<file path="config.mk">
export PLATFORM = sky130hd
export DESIGN_NAME = ram_loader_flat
export DESIGN_NICKNAME = d
export VERILOG_FILES = /design/src/rtl/ram_loader_if.sv /design/src/rtl/ram_loader.sv /design/src/flat_wrapper.sv
export SDC_FILE = /design/constraint.sdc
export NUM_CORES = 1
export LEC_CHECK = 0
export BUFFER_PORTS_ARGS = -buffer_cell sky130_fd_sc_hd__buf_2
export CORE_MARGIN = 8
export CORE_UTILIZATION = 45
export CTS_CLUSTER_DIAMETER = 60
export CTS_CLUSTER_SIZE = 25
export DETAILED_ROUTE_END_ITERATION = 8
export PLACE_DENSITY = 0.77
export SYNTH_ARGS = -nofsm -noshare
export SYNTH_HDL_FRONTEND = slang
export SYNTH_SLANG_ARGS = --single-unit
</file>
<file path="constraint.sdc">
create_clock -name clk -period 2.2 [get_ports clk]
set_clock_uncertainty 0.2 [all_clocks]
set_input_delay 0.22 -clock clk [delete_from_list [all_inputs] [get_ports clk]]
set_output_delay 0.22 -clock clk [all_outputs]
set_load 0.01 [all_outputs]
</file>
<file path="src/rtl/ram_loader_if.sv">
// Bundle of the loader control, byte stream, CPU and RAM port signals.
// slave is the ram_loader's view of the bundle; master is its environment's view.
interface ram_loader_if;
    logic        load_start;
    logic [15:0] load_len;
    logic        load_abort;
    logic        byte_valid;
    logic [7:0]  byte_data;
    logic        byte_ready;
    logic        load_busy;
    logic        load_done;
    logic        cpu_stall;
    logic        cpu_wen;
    logic [15:0] cpu_addr;
    logic [15:0] cpu_din;
    logic [15:0] cpu_dout;
    logic        ram_wen;
    logic [15:0] ram_addr;
    logic [15:0] ram_din;
    logic [15:0] ram_dout;

    modport slave (
        input  load_start, load_len, load_abort, byte_valid, byte_data,
               cpu_wen, cpu_addr, cpu_din, ram_dout,
        output byte_ready, load_busy, load_done, cpu_stall, cpu_dout,
               ram_wen, ram_addr, ram_din
    );

    modport master (
        output load_start, load_len, load_abort, byte_valid, byte_data,
               cpu_wen, cpu_addr, cpu_din, ram_dout,
        input  byte_ready, load_busy, load_done, cpu_stall, cpu_dout,
               ram_wen, ram_addr, ram_din
    );
endinterface

</file>
<file path="src/rtl/ram_loader.sv">
// RAM port front-end: muxes the 16-bit RAM between the CPU and a byte-stream
// loader that packs big-endian byte pairs into consecutive words.
module ram_loader #(
    parameter logic [15:0] BASE_ADDR = 16'h0000
) (
    input  logic         clk,
    input  logic         rst,
    ram_loader_if.slave  bus
);

    typedef enum logic [2:0] {IDLE, HI, LO, WRITE, DONE} state_t;

    state_t      state_q, state_d;
    logic [15:0] word_cnt_q, word_cnt_d;
    logic [15:0] len_q, len_d;
    logic [7:0]  hi_byte_q, hi_byte_d;
    logic [7:0]  lo_byte_q, lo_byte_d;

    logic        accept;
    logic        busy;
    logic [15:0] cnt_inc;
    logic [15:0] load_addr;

    always_ff @(posedge clk or posedge rst) begin
        if (rst) begin
            state_q    <= IDLE;
            word_cnt_q <= 16'd0;
            len_q      <= 16'd0;
            hi_byte_q  <= 8'd0;
            lo_byte_q  <= 8'd0;
        end else begin
            state_q    <= state_d;
            word_cnt_q <= word_cnt_d;
            len_q      <= len_d;
            hi_byte_q  <= hi_byte_d;
            lo_byte_q  <= lo_byte_d;
        end
    end

    assign cnt_inc   = word_cnt_q + 16'd1;
    assign load_addr = BASE_ADDR + word_cnt_q;
    assign accept    = bus.byte_valid && bus.byte_ready;

    always_comb begin
        state_d    = state_q;
        word_cnt_d = word_cnt_q;
        len_d      = len_q;
        hi_byte_d  = hi_byte_q;
        lo_byte_d  = lo_byte_q;
        unique case (state_q)
            IDLE: begin
                // Abort outranks start when both arrive together.
                if (bus.load_start && !bus.load_abort) begin
                    len_d      = bus.load_len;
                    word_cnt_d = 16'd0;
                    state_d    = (bus.load_len != 16'd0) ? HI : DONE;
                end
            end
            HI: begin
                if (bus.load_abort) begin
                    state_d = IDLE;
                end else if (accept) begin
                    hi_byte_d = bus.byte_data;
                    state_d   = LO;
                end
            end
            LO: begin
                if (bus.load_abort) begin
                    state_d = IDLE;
                end else if (accept) begin
                    lo_byte_d = bus.byte_data;
                    state_d   = WRITE;
                end
            end
            WRITE: begin
                word_cnt_d = cnt_inc;
                if (bus.load_abort)
                    state_d = IDLE;
                else if (cnt_inc == len_q)
                    state_d = DONE;
                else
                    state_d = HI;
            end
            DONE: state_d = IDLE;
            default: state_d = IDLE;
        endcase
    end

    assign busy           = (state_q == HI) || (state_q == LO) || (state_q == WRITE);
    assign bus.byte_ready = (state_q == HI) || (state_q == LO);
    assign bus.load_busy  = busy;
    assign bus.cpu_stall  = busy;
    assign bus.load_done  = (state_q == DONE);
    assign bus.cpu_dout   = bus.ram_dout;

    // CPU writes issued while the loader owns the port are dropped.
    always_comb begin
        if (busy) begin
            bus.ram_wen  = (state_q == WRITE) && !rst;
            bus.ram_addr = load_addr;
            bus.ram_din  = {hi_byte_q, lo_byte_q};
        end else begin
            bus.ram_wen  = bus.cpu_wen && !rst;
            bus.ram_addr = bus.cpu_addr;
            bus.ram_din  = bus.cpu_din;
        end
    end

endmodule

</file>
<file path="src/flat_wrapper.sv">
// flat-port wrapper written by rule: the top's interface ports become plain ports
module ram_loader_flat 
#(
    parameter logic [15:0] BASE_ADDR = 16'h0000
)
  (clk, rst, bus_load_start, bus_load_len, bus_load_abort, bus_byte_valid, bus_byte_data, bus_cpu_wen, bus_cpu_addr, bus_cpu_din, bus_ram_dout, bus_byte_ready, bus_load_busy, bus_load_done, bus_cpu_stall, bus_cpu_dout, bus_ram_wen, bus_ram_addr, bus_ram_din);
  ram_loader_if bus_i ();
  input  logic clk;
  input  logic rst;
  input wire logic [$bits(bus_i.load_start)-1:0] bus_load_start;
  input wire logic [$bits(bus_i.load_len)-1:0] bus_load_len;
  input wire logic [$bits(bus_i.load_abort)-1:0] bus_load_abort;
  input wire logic [$bits(bus_i.byte_valid)-1:0] bus_byte_valid;
  input wire logic [$bits(bus_i.byte_data)-1:0] bus_byte_data;
  input wire logic [$bits(bus_i.cpu_wen)-1:0] bus_cpu_wen;
  input wire logic [$bits(bus_i.cpu_addr)-1:0] bus_cpu_addr;
  input wire logic [$bits(bus_i.cpu_din)-1:0] bus_cpu_din;
  input wire logic [$bits(bus_i.ram_dout)-1:0] bus_ram_dout;
  output wire logic [$bits(bus_i.byte_ready)-1:0] bus_byte_ready;
  output wire logic [$bits(bus_i.load_busy)-1:0] bus_load_busy;
  output wire logic [$bits(bus_i.load_done)-1:0] bus_load_done;
  output wire logic [$bits(bus_i.cpu_stall)-1:0] bus_cpu_stall;
  output wire logic [$bits(bus_i.cpu_dout)-1:0] bus_cpu_dout;
  output wire logic [$bits(bus_i.ram_wen)-1:0] bus_ram_wen;
  output wire logic [$bits(bus_i.ram_addr)-1:0] bus_ram_addr;
  output wire logic [$bits(bus_i.ram_din)-1:0] bus_ram_din;
  assign bus_i.load_start = bus_load_start;
  assign bus_i.load_len = bus_load_len;
  assign bus_i.load_abort = bus_load_abort;
  assign bus_i.byte_valid = bus_byte_valid;
  assign bus_i.byte_data = bus_byte_data;
  assign bus_i.cpu_wen = bus_cpu_wen;
  assign bus_i.cpu_addr = bus_cpu_addr;
  assign bus_i.cpu_din = bus_cpu_din;
  assign bus_i.ram_dout = bus_ram_dout;
  assign bus_byte_ready = bus_i.byte_ready;
  assign bus_load_busy = bus_i.load_busy;
  assign bus_load_done = bus_i.load_done;
  assign bus_cpu_stall = bus_i.cpu_stall;
  assign bus_cpu_dout = bus_i.cpu_dout;
  assign bus_ram_wen = bus_i.ram_wen;
  assign bus_ram_addr = bus_i.ram_addr;
  assign bus_ram_din = bus_i.ram_din;
  ram_loader #(.BASE_ADDR(BASE_ADDR)) u_core (.clk(clk), .rst(rst), .bus(bus_i));
endmodule
</file>
; ---- After elaboration in Yosys (flattened, before gate mapping)
; Cells that the tools add are included.
[totals]
latch_bits = 0
n_memories = 0
wordCells = 45
inputBits = 78
ff_bits = 51
ram_bits = 0
output_inout_bits = 53
mem_bits_ro = 0
[classes]
n_reduce_logical = 16
bitwise_logic = 1
div = 0
n_mux = 14
n_eq_ne = 8
n_lt_le_gt_ge = 0
shift = 0
add_sub_neg = 1
multipliers = 0
[ops]
columns = operator, count
row1 = $mux W16, 3
row2 = $pmux W16 S2, 1
row3 = $mux W3, 8
row4 = $add A16 B1 Y16 const B, 1
row5 = $eq A16 B16 Y1, 1
row6 = $reduce_bool A16 Y1, 1
row7 = $pmux W3 S4, 1
row8 = $reduce_and A3 Y1, 3
row9 = $eq A3 B2 Y1 const B, 2
row10 = $ne A3 B2 Y1 const B, 2
row11 = $logic_and A1 B1 Y1, 4
row12 = $reduce_and A2 Y1, 2
row13 = $eq A3 B1 Y1 const B, 1
row14 = $eq A3 B3 Y1 const B, 1
row15 = $logic_not A3 Y1, 1
row16 = $logic_not A1 Y1, 2
row17 = $logic_or A1 B1 Y1, 2
row18 = $ne A2 B1 Y1 const B, 1
row19 = $reduce_bool A2 Y1, 1
row20 = $mux W1, 1
row21 = $not A1 Y1, 1

; ---- Longest topological paths before layout
[logic_depth]
ltp_word = 6
depth_mapped = 9
ltp_nobuf = 8

; ---- Worst setup path after synthesis
; Ideal clock, no wire load.
[synth_path]
path_type = register -> register
from = register u_core.word_cnt_q[1]
to = register u_core.state_q[2]
required_ps = 1934
setup_ps = 66
stages_incl_launch_ff = 10
synth_period_minus_slack_ps = 2243
arrival_time_ps = 1977
path_slack_ps = -43
path_buffers = 1
path_cell_list = dfrtp_1 -> ha_1 -> buf_6 -> xnor2_1 -> xnor2_1 -> o21ai_1 -> o2111ai_1 -> a311o_1 -> nor4_2 -> a41o_1
[synth_between]
elab_chain_cells = 5
[synth_lines]
columns = element, line
row1 = "start, declared", ram_loader.sv:14  ; logic [15:0] word_cnt_q, word_cnt_d;
row2 = "start signal, assigned", ram_loader.sv:33  ; word_cnt_q <= word_cnt_d;
row3 = $add A16 B1 Y16, ram_loader.sv:40  ; assign cnt_inc = word_cnt_q + 16'd1;
row4 = $eq A16 B16 Y1, ram_loader.sv:79  ; else if (cnt_inc == len_q)
row5 = $mux W3, ram_loader.sv:79
row6 = $mux W3, ram_loader.sv:77  ; if (bus.load_abort)
row7 = $pmux W3 S4, ram_loader.sv:50  ; unique case (state_q)
row8 = "end signal, assigned", ram_loader.sv:32  ; state_q <= state_d;
row9 = "end, declared", ram_loader.sv:13  ; state_t state_q, state_d;
; No other way between the ends.
; A chain may end at the register's enable or synchronous reset.

; ---- Final worst setup path
[layout_path]
from = register u_core.word_cnt_q[2]
to = register u_core.state_q[2]
; Same word-level chain as after synthesis.

==> results <==
- The number of nets handed over by synthesis was 469.
- The design draws 2.99 mW.
- The async set-or-reset flop fraction in the synthesized netlist is 100%.
- The cell area that synthesis handed to floorplanning was 3360 sq um.
- After synthesis the netlist holds a flip-flop and latch count of 51.
- The remaining max-slew budget at the tightest pin is 55.4%.
- The peak clock frequency supported by timing is 451 MHz.
- The worst-case vdd ir drop is 0.000384 V.
- Summed over all instances, the cell type with the most area after synthesis is sky130_fd_sc_hd__dfrtp_1.
- The total clock sinks is 51.
- For the worst setup path, the data required time is 2.26 ns.
- The total routed wirelength is 10200 um.
- The remaining global-route overflow is 0.
- The number of buffers created by CTS is 5.
- In this run the power density over the cells is 652 nW/um^2.
- The filler cells instantiated in the layout total 592.
- Global routing consumed, over all layers together, 18.9% of the routing resources.
- The total setup violations reported at the end of the flow is 1.
- In the synthesized netlist the dominant register cell turns out to be sky130_fd_sc_hd__dfrtp_1.
- STA classifies the critical path endpoint as a flip-flop.
- The width of the die is 102 um.
- The slew at the pin closest to its max-slew limit is 0.669 ns.
- The setup slack at placement is -0.0524 ns.
- In this run the worst path has a maximum fanout of 8.
- The fraction of power consumed by combinational cells is 34.7%.
- The reported leakage power is 2.24 nW.
- The total I/O pin count is 131.
- The clock-pin slew of the registers on the worst-case setup and hold paths is 0.10 ns.
- The checks that failed: negative setup slack.
- TritonCTS built the clock tree.
- Of the total power, the share spent switching nets is 32.9%.
- The element type at the critical path start is a flip-flop.
- The total half-perimeter wirelength after legalization and detailed placement is 7190 um.
- The part of the Yosys area used for sequential elements is 38.0%.
- The number of hold-slack violations in the final timing report is 0.
- The routed length per placed instance is 16.3 um.
- The via count is 3326.
- After layout, the minimum clock period comes to 2.22 ns.
- Adding up every negative setup slack in the final design gives -0.0196 ns.
- The starting density of the core is 46.3%.
- The gate count of the mapped netlist is 390.
- The highest-delay cell along the critical path is sky130_fd_sc_hd__dfrtp_2.
- Yosys mapped a number of flops with a built-in enable equal to 0.
- The remaining antenna violation count is 0.
- The pre-antenna-repair detailed-routing pass consisted of 5 iterations.
- The flow ran to the end, but the final reports show violations.
- The post-route netlist has 42.3% of its cells at a drive strength greater than 1.
- The sequential power share is 42.4%.
- In the layout the commonest cells are sky130_fd_sc_hd__nand2_1, sky130_fd_sc_hd__buf_2, sky130_fd_sc_hd__dfrtp_1.
- Of the post-synthesis cell area, the dominant cell type holds 38.0%.
- The worst path uses 101% of the clock period.
- The area used by multi-input combinational logic is 1860 sq um.
- The area growth from synthesis to layout is 36.4%.
- The floorplan has 31 rows.
- The number of warnings printed during yosys synthesis is 0.
- The number of max-slew violations in the final report is 0.
- The sequential cells in the finished layout cover a total of 1280 sq um.
- Per report_power, the clock group accounts for 22.9% of the total.
- The die boundary height is 102 um.
- Leaving out fill and tap cells, the most frequent cell in the layout is sky130_fd_sc_hd__nand2_1.
- Buffers placed on the I/O ports in this run total 98.
- The signal on the critical path passes through buf_12 > nand3_2 > xor2_2 > xor2_1 > o31ai_1 > a311o_1 > nor4_4 > a41o_1.
- Counting distinct cell types in the post-synthesis netlist gives 45.
- The first global-routing pass estimated 15800 um of wire.
- The die covers 10500 sq um.
- The via count of the first global-routing pass is 3231.
- Setup repair after global routing could not meet its margin everywhere.
- Routability-driven placement finished with a final weighted congestion of 0.890.
- In this design, the stage delay of the slowest critical-path cell is 0.46 ns.
- The pin count of the biggest net entering global routing is 52.
- The core region is 7250 sq um.
- The critical setup path kind is reg -> reg.
- The maximum level of the CTS H-tree is 2.
- By area the synthesized netlist is led by sky130_fd_sc_hd__dfrtp_1, sky130_fd_sc_hd__nand2_1, sky130_fd_sc_hd__mux2_2.
- After the last flow step, the layout net total stands at 607.
- The root buffer cell chosen for the clock tree is sky130_fd_sc_hd__clkbuf_8.
- In the routed layout, each cell is associated on average with a via count of 5.29.
- The tightest min-delay check is of the in -> reg type.
- The analysis attributes to net switching a power of 984 uW.
- The internal cell power is 2.00 mW.
- The number of DRC violations after detailed-routing iteration 0 is 258.
- The initial antenna violation count is 0.
- The max-capacitance violation count is 0.
- The clock passes through at most 2 buffers.
- A synthesized cell averages 8.61 sq um.
- Final hold analysis gives a worst-case slack of 0.0930 ns.
- The post-route worst setup slack is -0.0196 ns.
- Data on the critical path arrives at its endpoint at 2.28 ns.
- For the worst-skew pair, the clock arrives at the later sink with an insertion delay of 0.32 ns.
- After detailed routing, the number of remaining DRC violations is 0.
cell type report:
| cell class | instances | share of cell area [%] |
|---|---|---|
| clock buffers | 5 | 1.50 |
| diodes | 1 | 0.0546 |
| flip-flops and latches | 51 | 28.0 |
| repair buffers | 174 | 25.8 |
| well taps | 99 | 2.70 |
| clock inverters | 3 | 1.01 |
| multi-input cells | 292 | 40.6 |
| inverters | 4 | 0.382 |
flip-flops by register name (all words and copies together), names as in the netlist:
register and count:
u_core.len_q 16, u_core.word_cnt_q 16, u_core.state_q 3, u_core.lo_byte_q 8, u_core.hi_byte_q 8
cell usage after synthesis, types with 2 or more instances:
cell type,count
sky130_fd_sc_hd__dfrtp_1,51
sky130_fd_sc_hd__nand3_1,9
sky130_fd_sc_hd__o31ai_1,5
sky130_fd_sc_hd__o41ai_1,3
sky130_fd_sc_hd__a31oi_1,6
sky130_fd_sc_hd__o21ai_0,24
sky130_fd_sc_hd__clkbuf_1,9
sky130_fd_sc_hd__nor4_1,4
sky130_fd_sc_hd__and2_1,3
sky130_fd_sc_hd__nor2b_1,3
sky130_fd_sc_hd__inv_1,4
sky130_fd_sc_hd__nor3_1,4
sky130_fd_sc_hd__and3_1,2
sky130_fd_sc_hd__buf_1,3
sky130_fd_sc_hd__nand4b_1,2
sky130_fd_sc_hd__nor4_2,2
sky130_fd_sc_hd__or2_2,2
sky130_fd_sc_hd__buf_6,7
sky130_fd_sc_hd__xnor2_1,17
sky130_fd_sc_hd__mux2_2,33
sky130_fd_sc_hd__nand2_1,120
sky130_fd_sc_hd__xor2_1,7
sky130_fd_sc_hd__o22ai_1,2
sky130_fd_sc_hd__nor2_1,22
sky130_fd_sc_hd__clkbuf_8,3
sky130_fd_sc_hd__o2111ai_1,2
sky130_fd_sc_hd__nand4_1,3
sky130_fd_sc_hd__a21oi_1,3
sky130_fd_sc_hd__buf_4,19
stage by stage:
stage	utilization (%)	instances	instance area, sq um
after floorplan	-	390	3360
after global placement	54.7	584	3970
after detailed placement	54.7	584	3970
after CTS	60.5	618	4390
after global routing	63.1	628	4580
final	63.2	629	4580
logic make-up (layout without fill, tap and decap cells):
group           after synthesis  count (layout)  share of synthesized area [%]
compound gates               51              51                           9.43
xor+xnor                     24              24                           6.26
fa+ha+maj                     1               1                          0.373
buf+inv                      47             186                           9.91
flops                        51              51                           38.0
mux                          33              33                           11.1
other cells                   0               1                              0
simple gates                183             183                           25.0
power groups by stage:
stage | Clock (mW) | Sequential (mW) | Combinational (mW)
detailed placement | 0 | 1.28 | 0.904
CTS | 0.695 | 1.26 | 0.959
finish | 0.684 | 1.27 | 1.04
global route | 0.732 | 1.29 | 1.14
floorplan | 0 | 1.23 | 0.644
global placement | 0 | 1.27 | 0.882
layer usage:
metal  global-route usage [%]  part of all wire (%)
met1                     24.6                    43
met2                     30.4                    49
met3                     3.68                   6.0
met4                     6.21                   1.9
met5                        0                     0
final timing paths:
kind	startpoint	cells after the start	slack, ns	endpoint
max in group asynchronous	rst	4	0.86	u_core.state_q[2]
min	bus_byte_valid	3	0.09	u_core.state_q[0]
min in group asynchronous	rst	4	0.42	u_core.lo_byte_q[6]
min reg2reg	u_core.lo_byte_q[3]	1	0.32	u_core.lo_byte_q[3]
max	u_core.word_cnt_q[2]	8	-0.02	u_core.state_q[2]
max reg2reg	u_core.word_cnt_q[2]	8	-0.02	u_core.state_q[2]
critical path, delay by kind of cell (launching register included):
| kind | cells | cell delay [ns] |
|---|---|---|
| and+or+nand+nor | 2 | 0.35 |
| DFF | 1 | 0.46 |
| AOI/OAI and AO/OA | 3 | 0.67 |
| xor gates and xnor gates | 2 | 0.34 |
| buffers and inverters | 1 | 0.15 |
what timing repair did:
action | in CTS | in global routing
endpoints found under the setup margin | 25 | 34
pin swaps | 1 | 9
gates resized for setup | 10 | 26
gates cloned | 0 | 1
hold buffers | 26 | 0
setup buffers | 0 | 9
hold endpoints to repair | 85 | 0
(Power assumes the default switching activity.)
